### config.mk
export PLATFORM = sky130hd
export DESIGN_NAME = sdram_client_arbiter_flat
export DESIGN_NICKNAME = d
export VERILOG_FILES = /design/src/rtl/sdram_client_arbiter_if.sv /design/src/rtl/sdram_client_arbiter.sv /design/src/flat_wrapper.sv
export SDC_FILE = /design/constraint.sdc
export NUM_CORES = 1
export LEC_CHECK = 0
export CAP_MARGIN = 20
export CORE_ASPECT_RATIO = 2
export CORE_MARGIN = 2
export CORE_UTILIZATION = 40
export DETAILED_ROUTE_END_ITERATION = 16
export PLACE_DENSITY = 0.81
export SLEW_MARGIN = 0
export SYNTH_ARGS = -nofsm -noshare
export SYNTH_HDL_FRONTEND = slang
export SYNTH_SLANG_ARGS = --single-unit
### constraint.sdc
create_clock -name clk -period 2.45 [get_ports clk]
set_clock_uncertainty 0.05 [all_clocks]
set_input_delay 0.49 -clock clk [delete_from_list [all_inputs] [get_ports clk]]
set_output_delay 0.49 -clock clk [all_outputs]
set_load 0.02 [all_outputs]
### src/rtl/sdram_client_arbiter_if.sv
// sdram_client_arbiter_if: client-side and downstream toggle-handshake signals of the SDRAM client arbiter
interface sdram_client_arbiter_if #(parameter int NCLIENT = 4, parameter int AW = 23, parameter int DW = 16);
  logic [NCLIENT-1:0]         cl_req;
  logic [NCLIENT-1:0]         cl_ack;
  logic [NCLIENT-1:0]         cl_we;
  logic [NCLIENT*AW-1:0]      cl_a;
  logic [NCLIENT*DW-1:0]      cl_d;
  logic [NCLIENT-1:0]         cl_u_n;
  logic [NCLIENT-1:0]         cl_l_n;
  logic [NCLIENT*DW-1:0]      cl_q;
  logic                       mem_req;
  logic                       mem_ack;
  logic                       mem_we;
  logic [AW-1:0]              mem_a;
  logic [DW-1:0]              mem_d;
  logic                       mem_u_n;
  logic                       mem_l_n;
  logic [DW-1:0]              mem_q;
  logic                       busy;
  logic [$clog2(NCLIENT)-1:0] grant_id;
  modport slave (
    input  cl_req, cl_we, cl_a, cl_d, cl_u_n, cl_l_n, mem_ack, mem_q,
    output cl_ack, cl_q, mem_req, mem_we, mem_a, mem_d, mem_u_n, mem_l_n, busy, grant_id
  );
  modport master (
    output cl_req, cl_we, cl_a, cl_d, cl_u_n, cl_l_n, mem_ack, mem_q,
    input  cl_ack, cl_q, mem_req, mem_we, mem_a, mem_d, mem_u_n, mem_l_n, busy, grant_id
  );
endinterface

### src/rtl/sdram_client_arbiter.sv
// sdram_client_arbiter: round-robin share of one toggle-handshake SDRAM port among NCLIENT clients
// Define ARB_FIXED_PRIO_EN for fixed priority (lowest index wins) instead of round-robin.
module sdram_client_arbiter #(
  parameter int NCLIENT = 4,
  parameter int AW = 23,
  parameter int DW = 16
) (
  input logic clk,
  input logic reset,
  sdram_client_arbiter_if.slave bus
);
  localparam int IW = $clog2(NCLIENT);
  localparam logic [0:0] IDLE = 1'b0, WAIT = 1'b1;
  logic [0:0] state;
  logic [IW-1:0] rr_ptr, win;
  logic [NCLIENT-1:0] pending;
  function automatic logic [IW-1:0] wrap(input int j);
    return IW'(j >= NCLIENT ? j - NCLIENT : j);
  endfunction
  assign pending = bus.cl_req ^ bus.cl_ack;
  assign bus.busy = state == WAIT;
  // Descending scan so the candidate closest to the search start is assigned last and wins.
  always_comb begin
    win = '0;
`ifdef ARB_FIXED_PRIO_EN
    for (int k = NCLIENT - 1; k >= 0; k--) if (pending[k]) win = IW'(k);
`else
    for (int k = NCLIENT - 1; k >= 0; k--) if (pending[wrap(int'(rr_ptr) + k)]) win = wrap(int'(rr_ptr) + k);
`endif
  end
  always_ff @(posedge clk) begin
    if (reset) begin
      state <= IDLE;
      rr_ptr <= '0;
      bus.grant_id <= '0;
      bus.cl_ack <= '0;
      bus.cl_q <= '0;
      bus.mem_req <= bus.mem_ack;
      bus.mem_we <= 1'b0;
      bus.mem_a <= '0;
      bus.mem_d <= '0;
      bus.mem_u_n <= 1'b1;
      bus.mem_l_n <= 1'b1;
    end else if (state == IDLE) begin
      if (|pending) begin
        bus.grant_id <= win;
        bus.mem_we <= bus.cl_we[win];
        bus.mem_a <= bus.cl_a[win*AW +: AW];
        bus.mem_d <= bus.cl_d[win*DW +: DW];
        bus.mem_u_n <= bus.cl_u_n[win];
        bus.mem_l_n <= bus.cl_l_n[win];
        bus.mem_req <= ~bus.mem_req;
        state <= WAIT;
      end
    end else if (bus.mem_req == bus.mem_ack) begin
      if (!bus.mem_we) bus.cl_q[bus.grant_id*DW +: DW] <= bus.mem_q;
      bus.cl_ack[bus.grant_id] <= ~bus.cl_ack[bus.grant_id];
`ifndef ARB_FIXED_PRIO_EN
      rr_ptr <= bus.grant_id == IW'(NCLIENT - 1) ? '0 : bus.grant_id + 1'b1;
`endif
      state <= IDLE;
    end
  end
endmodule
### src/flat_wrapper.sv
// flat-port wrapper written by rule: the top's interface ports become plain ports
module sdram_client_arbiter_flat 
#(
  parameter int NCLIENT = 4,
  parameter int AW = 23,
  parameter int DW = 16
)
  (clk, reset, bus_cl_req, bus_cl_we, bus_cl_a, bus_cl_d, bus_cl_u_n, bus_cl_l_n, bus_mem_ack, bus_mem_q, bus_cl_ack, bus_cl_q, bus_mem_req, bus_mem_we, bus_mem_a, bus_mem_d, bus_mem_u_n, bus_mem_l_n, bus_busy, bus_grant_id);
  sdram_client_arbiter_if #(.NCLIENT(NCLIENT), .AW(AW), .DW(DW)) bus_i ();
  input logic clk;
  input logic reset;
  input wire logic [$bits(bus_i.cl_req)-1:0] bus_cl_req;
  input wire logic [$bits(bus_i.cl_we)-1:0] bus_cl_we;
  input wire logic [$bits(bus_i.cl_a)-1:0] bus_cl_a;
  input wire logic [$bits(bus_i.cl_d)-1:0] bus_cl_d;
  input wire logic [$bits(bus_i.cl_u_n)-1:0] bus_cl_u_n;
  input wire logic [$bits(bus_i.cl_l_n)-1:0] bus_cl_l_n;
  input wire logic [$bits(bus_i.mem_ack)-1:0] bus_mem_ack;
  input wire logic [$bits(bus_i.mem_q)-1:0] bus_mem_q;
  output wire logic [$bits(bus_i.cl_ack)-1:0] bus_cl_ack;
  output wire logic [$bits(bus_i.cl_q)-1:0] bus_cl_q;
  output wire logic [$bits(bus_i.mem_req)-1:0] bus_mem_req;
  output wire logic [$bits(bus_i.mem_we)-1:0] bus_mem_we;
  output wire logic [$bits(bus_i.mem_a)-1:0] bus_mem_a;
  output wire logic [$bits(bus_i.mem_d)-1:0] bus_mem_d;
  output wire logic [$bits(bus_i.mem_u_n)-1:0] bus_mem_u_n;
  output wire logic [$bits(bus_i.mem_l_n)-1:0] bus_mem_l_n;
  output wire logic [$bits(bus_i.busy)-1:0] bus_busy;
  output wire logic [$bits(bus_i.grant_id)-1:0] bus_grant_id;
  assign bus_i.cl_req = bus_cl_req;
  assign bus_i.cl_we = bus_cl_we;
  assign bus_i.cl_a = bus_cl_a;
  assign bus_i.cl_d = bus_cl_d;
  assign bus_i.cl_u_n = bus_cl_u_n;
  assign bus_i.cl_l_n = bus_cl_l_n;
  assign bus_i.mem_ack = bus_mem_ack;
  assign bus_i.mem_q = bus_mem_q;
  assign bus_cl_ack = bus_i.cl_ack;
  assign bus_cl_q = bus_i.cl_q;
  assign bus_mem_req = bus_i.mem_req;
  assign bus_mem_we = bus_i.mem_we;
  assign bus_mem_a = bus_i.mem_a;
  assign bus_mem_d = bus_i.mem_d;
  assign bus_mem_u_n = bus_i.mem_u_n;
  assign bus_mem_l_n = bus_i.mem_l_n;
  assign bus_busy = bus_i.busy;
  assign bus_grant_id = bus_i.grant_id;
  sdram_client_arbiter #(.NCLIENT(NCLIENT), .AW(AW), .DW(DW)) u_core (.clk(clk), .reset(reset), .bus(bus_i));
endmodule
==> results of run 1 <==
## worst max-delay path by stage
stage | end | cells past startpoint | slack (ns) | startpoint
3_5_place_dp | u_core.bus.mem_a[20] | 7 | -0.29 | bus_cl_req[0]
4_1_cts | u_core.bus.mem_a[20] | 7 | 0.16 | bus_cl_req[0]
3_3_place_gp | u_core.bus.mem_a[20] | 7 | -0.21 | bus_cl_req[0]
2_1_floorplan | u_core.bus.cl_q[13] | 6 | 0.12 | u_core.bus.grant_id[0]
5_1_grt | u_core.bus.mem_a[20] | 7 | 0.004 | bus_cl_req[0]
6_report | u_core.bus.mem_a[20] | 7 | 0.15 | bus_cl_req[0]
## registers in the layout, indices dropped and copies added, names as in the netlist
name,count
u_core.bus.mem_req,1
u_core.bus.mem_a,23
u_core.bus.cl_q,64
u_core.bus.mem_l_n,1
u_core.bus.mem_u_n,1
u_core.rr_ptr,2
u_core.bus.cl_ack,4
u_core.bus.busy,1
u_core.bus.mem_d,16
u_core.bus.grant_id,2
u_core.bus.mem_we,1
## logic make-up after synthesis
family / share of synthesized area
XOR/XNOR: 0.0130
adder cells (fa/ha/maj): 0.0168
multiplexers: 0.00544
flip-flops: 0.390
AO/OA/AOI/OAI: 0.297
buffers and inverters: 0.0865
AND/OR/NAND/NOR: 0.191
## layout by cell type, fill, tap and decap left out, types with 12 or more instances in the layout
cell,n
sky130_fd_sc_hd__buf_12,12
sky130_fd_sc_hd__nand3_1,67
sky130_fd_sc_hd__inv_1,51
sky130_fd_sc_hd__buf_4,39
sky130_fd_sc_hd__clkdlybuf4s50_1,303
sky130_fd_sc_hd__o31ai_1,41
sky130_fd_sc_hd__a21oi_1,73
sky130_fd_sc_hd__a211oi_1,80
sky130_fd_sc_hd__dfxtp_1,115
sky130_fd_sc_hd__nor2b_1,40
sky130_fd_sc_hd__a221oi_1,40
sky130_fd_sc_hd__nand2_1,109
sky130_fd_sc_hd__clkbuf_16,17
## where the power goes
group          switching (mW)  total [mW]  internal [mW]  leakage, nW
combinational            1.37        2.57           1.20         2.38
sequential              0.141        2.24           2.10        0.947
clock                   0.933        2.65           1.71        0.301
## area by class of cell
cell class                      instances  area [um^2]  share of cell area
Clock inverter                         14          201              0.0198
Timing Repair Buffer                  355         3570               0.351
Inverter                               51          191              0.0188
Antenna cell                            2         5.00            0.000492
Multi-Input combinational cell        512         3200               0.314
Sequential cell                       116         2330               0.229
Clock buffer                           18          429              0.0422
Tap cell                              195          244              0.0240
## critical path: stages
cell and delay, ns:
sky130_fd_sc_hd__clkdlybuf4s50_1 0.45, sky130_fd_sc_hd__xnor2_1 0.40, sky130_fd_sc_hd__o221ai_4 0.20, sky130_fd_sc_hd__a21o_2 0.27
sky130_fd_sc_hd__buf_12 0.17, sky130_fd_sc_hd__a211oi_1 0.42, sky130_fd_sc_hd__o31ai_1 0.10
## metal layers
metal  vias to the layer above  share of wire  wire length (um)
li1                       3345              -                 -
met2                       389           0.53             12400
met1                      3220           0.33              7770
met5                         -              0                 0
met4                         0          0.055              1280
met3                        80          0.083              1940
## through the flow
stage | setup WS (ns) | total power, mW | hold slack (ns) | util | instance area [um^2]
6_report | 0.146 | 7.46 | 0.398 | 0.690 | 10200
5_1_grt | 0.00440 | 7.79 | 0.416 | 0.690 | 10200
4_1_cts | 0.163 | 7.49 | 0.401 | 0.690 | 10200
3_5_place_dp | -0.287 | 4.83 | 0.389 | 0.647 | 9530
3_3_place_gp | -0.207 | 4.80 | 0.383 | 0.647 | 9530
2_1_floorplan | 0.122 | 3.57 | 0.470 | - | 5980
==> out/qor.csv, run 1 <==
stage,metric,value,unit
synth,Cells after Synth,753,
die,number of placed I/O pins,305,
place,placed insts,1229,
sta,number of slew-limit violations in the final report,0,
flow_run,count of maximum capacitance violations,0,
detailed_routing,First DRT Iteration DRCs,379,
clock_tree,Root Buffer Master,sky130_fd_sc_hd__clkbuf_16,
worst_hold_path,Min-Delay Startpoint,u_core.bus.cl_q[29],
power_and_ir_drop,power density over cell area,734,nW/um^2
clock_tree,number of H-tree branching levels,4,
grt,wire length of the first global-routing pass,35900,um
power_and_ir_drop,VDD IR max,0.600,mV
clock_tree,hold-fix buffer count after cts,0,
detailed_routing,vias per std cell,5.57,
grt,vias in the first global route,6972,
synth,Synth Flop Type,sky130_fd_sc_hd__dfxtp_1,
die,Starting Density,0.405,
die,Die Y-Extent,177,um
detailed_routing,post-route ant nets,0,
clock_tree,clock sink count,116,
die,core region area,14700,um^2
die,die outline width,90.4,um
synth,portion of synthesized cell area occupied by the leading cell type,0.385,
cells_and_area,final-layout fill cell count,1190,
sta,tightest slew margin relative to the limit,0.693,
synth,ranking of synthesized cells by area,"sky130_fd_sc_hd__dfxtp_1 (39%), sky130_fd_sc_hd__a211oi_1 (10%), sky130_fd_sc_hd__nand2_1 (6.8%)",
setup_path,capturing point of the worst reg2reg path,u_core.bus.mem_a[3],
setup_path,launch point of the worst reg-to-reg path,u_core.rr_ptr[1],
synth,"Net Count, Synth",952,
detailed_routing,final wirelength,23400,um
clock_tree,number of buffers inserted by post-CTS setup repair,0,
sta,worst slew pin tran,0.458,ns
grt,number of antenna violations at the first check in global routing,2,
setup_path,top fanout value on the critical path,40,
sta,"Period Utilization, post-route",0.941,
detailed_routing,DR pass1 iterations,5,
synth,fraction of registers with async set or reset after synthesis,0,
setup_path,worst reg2reg setup slack,0.24,ns
grt,met1 Resource Use GR,0.290,
cells_and_area,number of non-filler instances in the completed layout,1263,
synth,"EDFF count, synth",1,
place,gpl congestion,0.850,
synth,Synth Area per Inst,7.94,um^2
synth,number of unique standard cell types used by synthesis,41,
synth,share of synthesized area occupied by flip-flops and latches,0.390,
clock_tree,clock tree buffer depth,2,
grt,GRT Overall Usage,0.285,
grt,grt ovf,0,
detailed_routing,detailed-route DRC error count,0,
place,HPWL after detailed placement,17600,um
grt,GR Util met3,0.0707,
synth,number of flip-flops and latches in the synthesized netlist,116,
worst_hold_path,Worst Hold Depth,2,
synth,cell with the most instances after synthesis,sky130_fd_sc_hd__dfxtp_1,
run_status,outcome,"finished, final reports clean",
sta,Final Hold Violating Endpoints,0,
detailed_routing,overall via count from detail_route,7034,
clock_tree,latest clock arrival within the worst-skew pair,0.40,ns
setup_path,startpoint class of the critical path,input port,
setup_path,required time at the endpoint of the critical path,2.68,ns
sta,Final min period,2.30,ns
detailed_routing,Routed wire per std cell,18.5,um
place,number of input and output port buffers inserted,304,
synth,largest area contributor in the netlist,sky130_fd_sc_hd__dfxtp_1,
worst_hold_path,worst hold endpoint,u_core.bus.cl_q[29],
sta,endpoints failing setup,0,
synth,Commonest cells post-synth,"sky130_fd_sc_hd__dfxtp_1 (115), sky130_fd_sc_hd__nand2_1 (109), sky130_fd_sc_hd__a211oi_1 (80), sky130_fd_sc_hd__a21oi_1 (73), sky130_fd_sc_hd__nand3_1 (68)",
setup_path,crit path capture type,register,
cells_and_area,share of final-layout standard cells stronger than drive strength 1,0.0891,
synth,"Warnings, synthesis",0,
die,total die area,16000,um^2
sta,Fmax achieved,434,MHz
cells_and_area,post-synthesis to final-layout area growth,70.2,%
setup_path,Setup CP Type,input port to register,
setup_path,reg2reg path depth,7,
synth,Synth Cell Area,5980,um^2
clock_tree,quantity of gates resized following cts,0,
clock_tree,clock tree from TritonCTS,built,
clock_tree,"CTS clk-pin slew, worst paths",0.05,ns
clock_tree,TritonCTS buffer count,17,
grt,Most Crowded Layer GR,met2,
sta,Final TNS setup,0,ns
worst_hold_path,class of the tightest hold or removal check,register to register,
power_and_ir_drop,cell leakage power,3.63,nW
cells_and_area,Layout Nets,1252,
sta,setup repair after global routing missed its margin,false,
setup_path,Critical Path AT,2.53,ns
grt,met2 Track Usage GR,0.523,
grt,pin count of the biggest net entering global routing,45,
die,number of rows in the core area,63,
(Power assumes the default switching activity.)
==> inputs of run 2 (changes only) <==
- CTS_CLUSTER_SIZE: default -> 20
- TNS_END_PERCENT: default -> 30
==> results of run 2 <==
The final DEF is identical to that of run 1; final timing and power are the same.
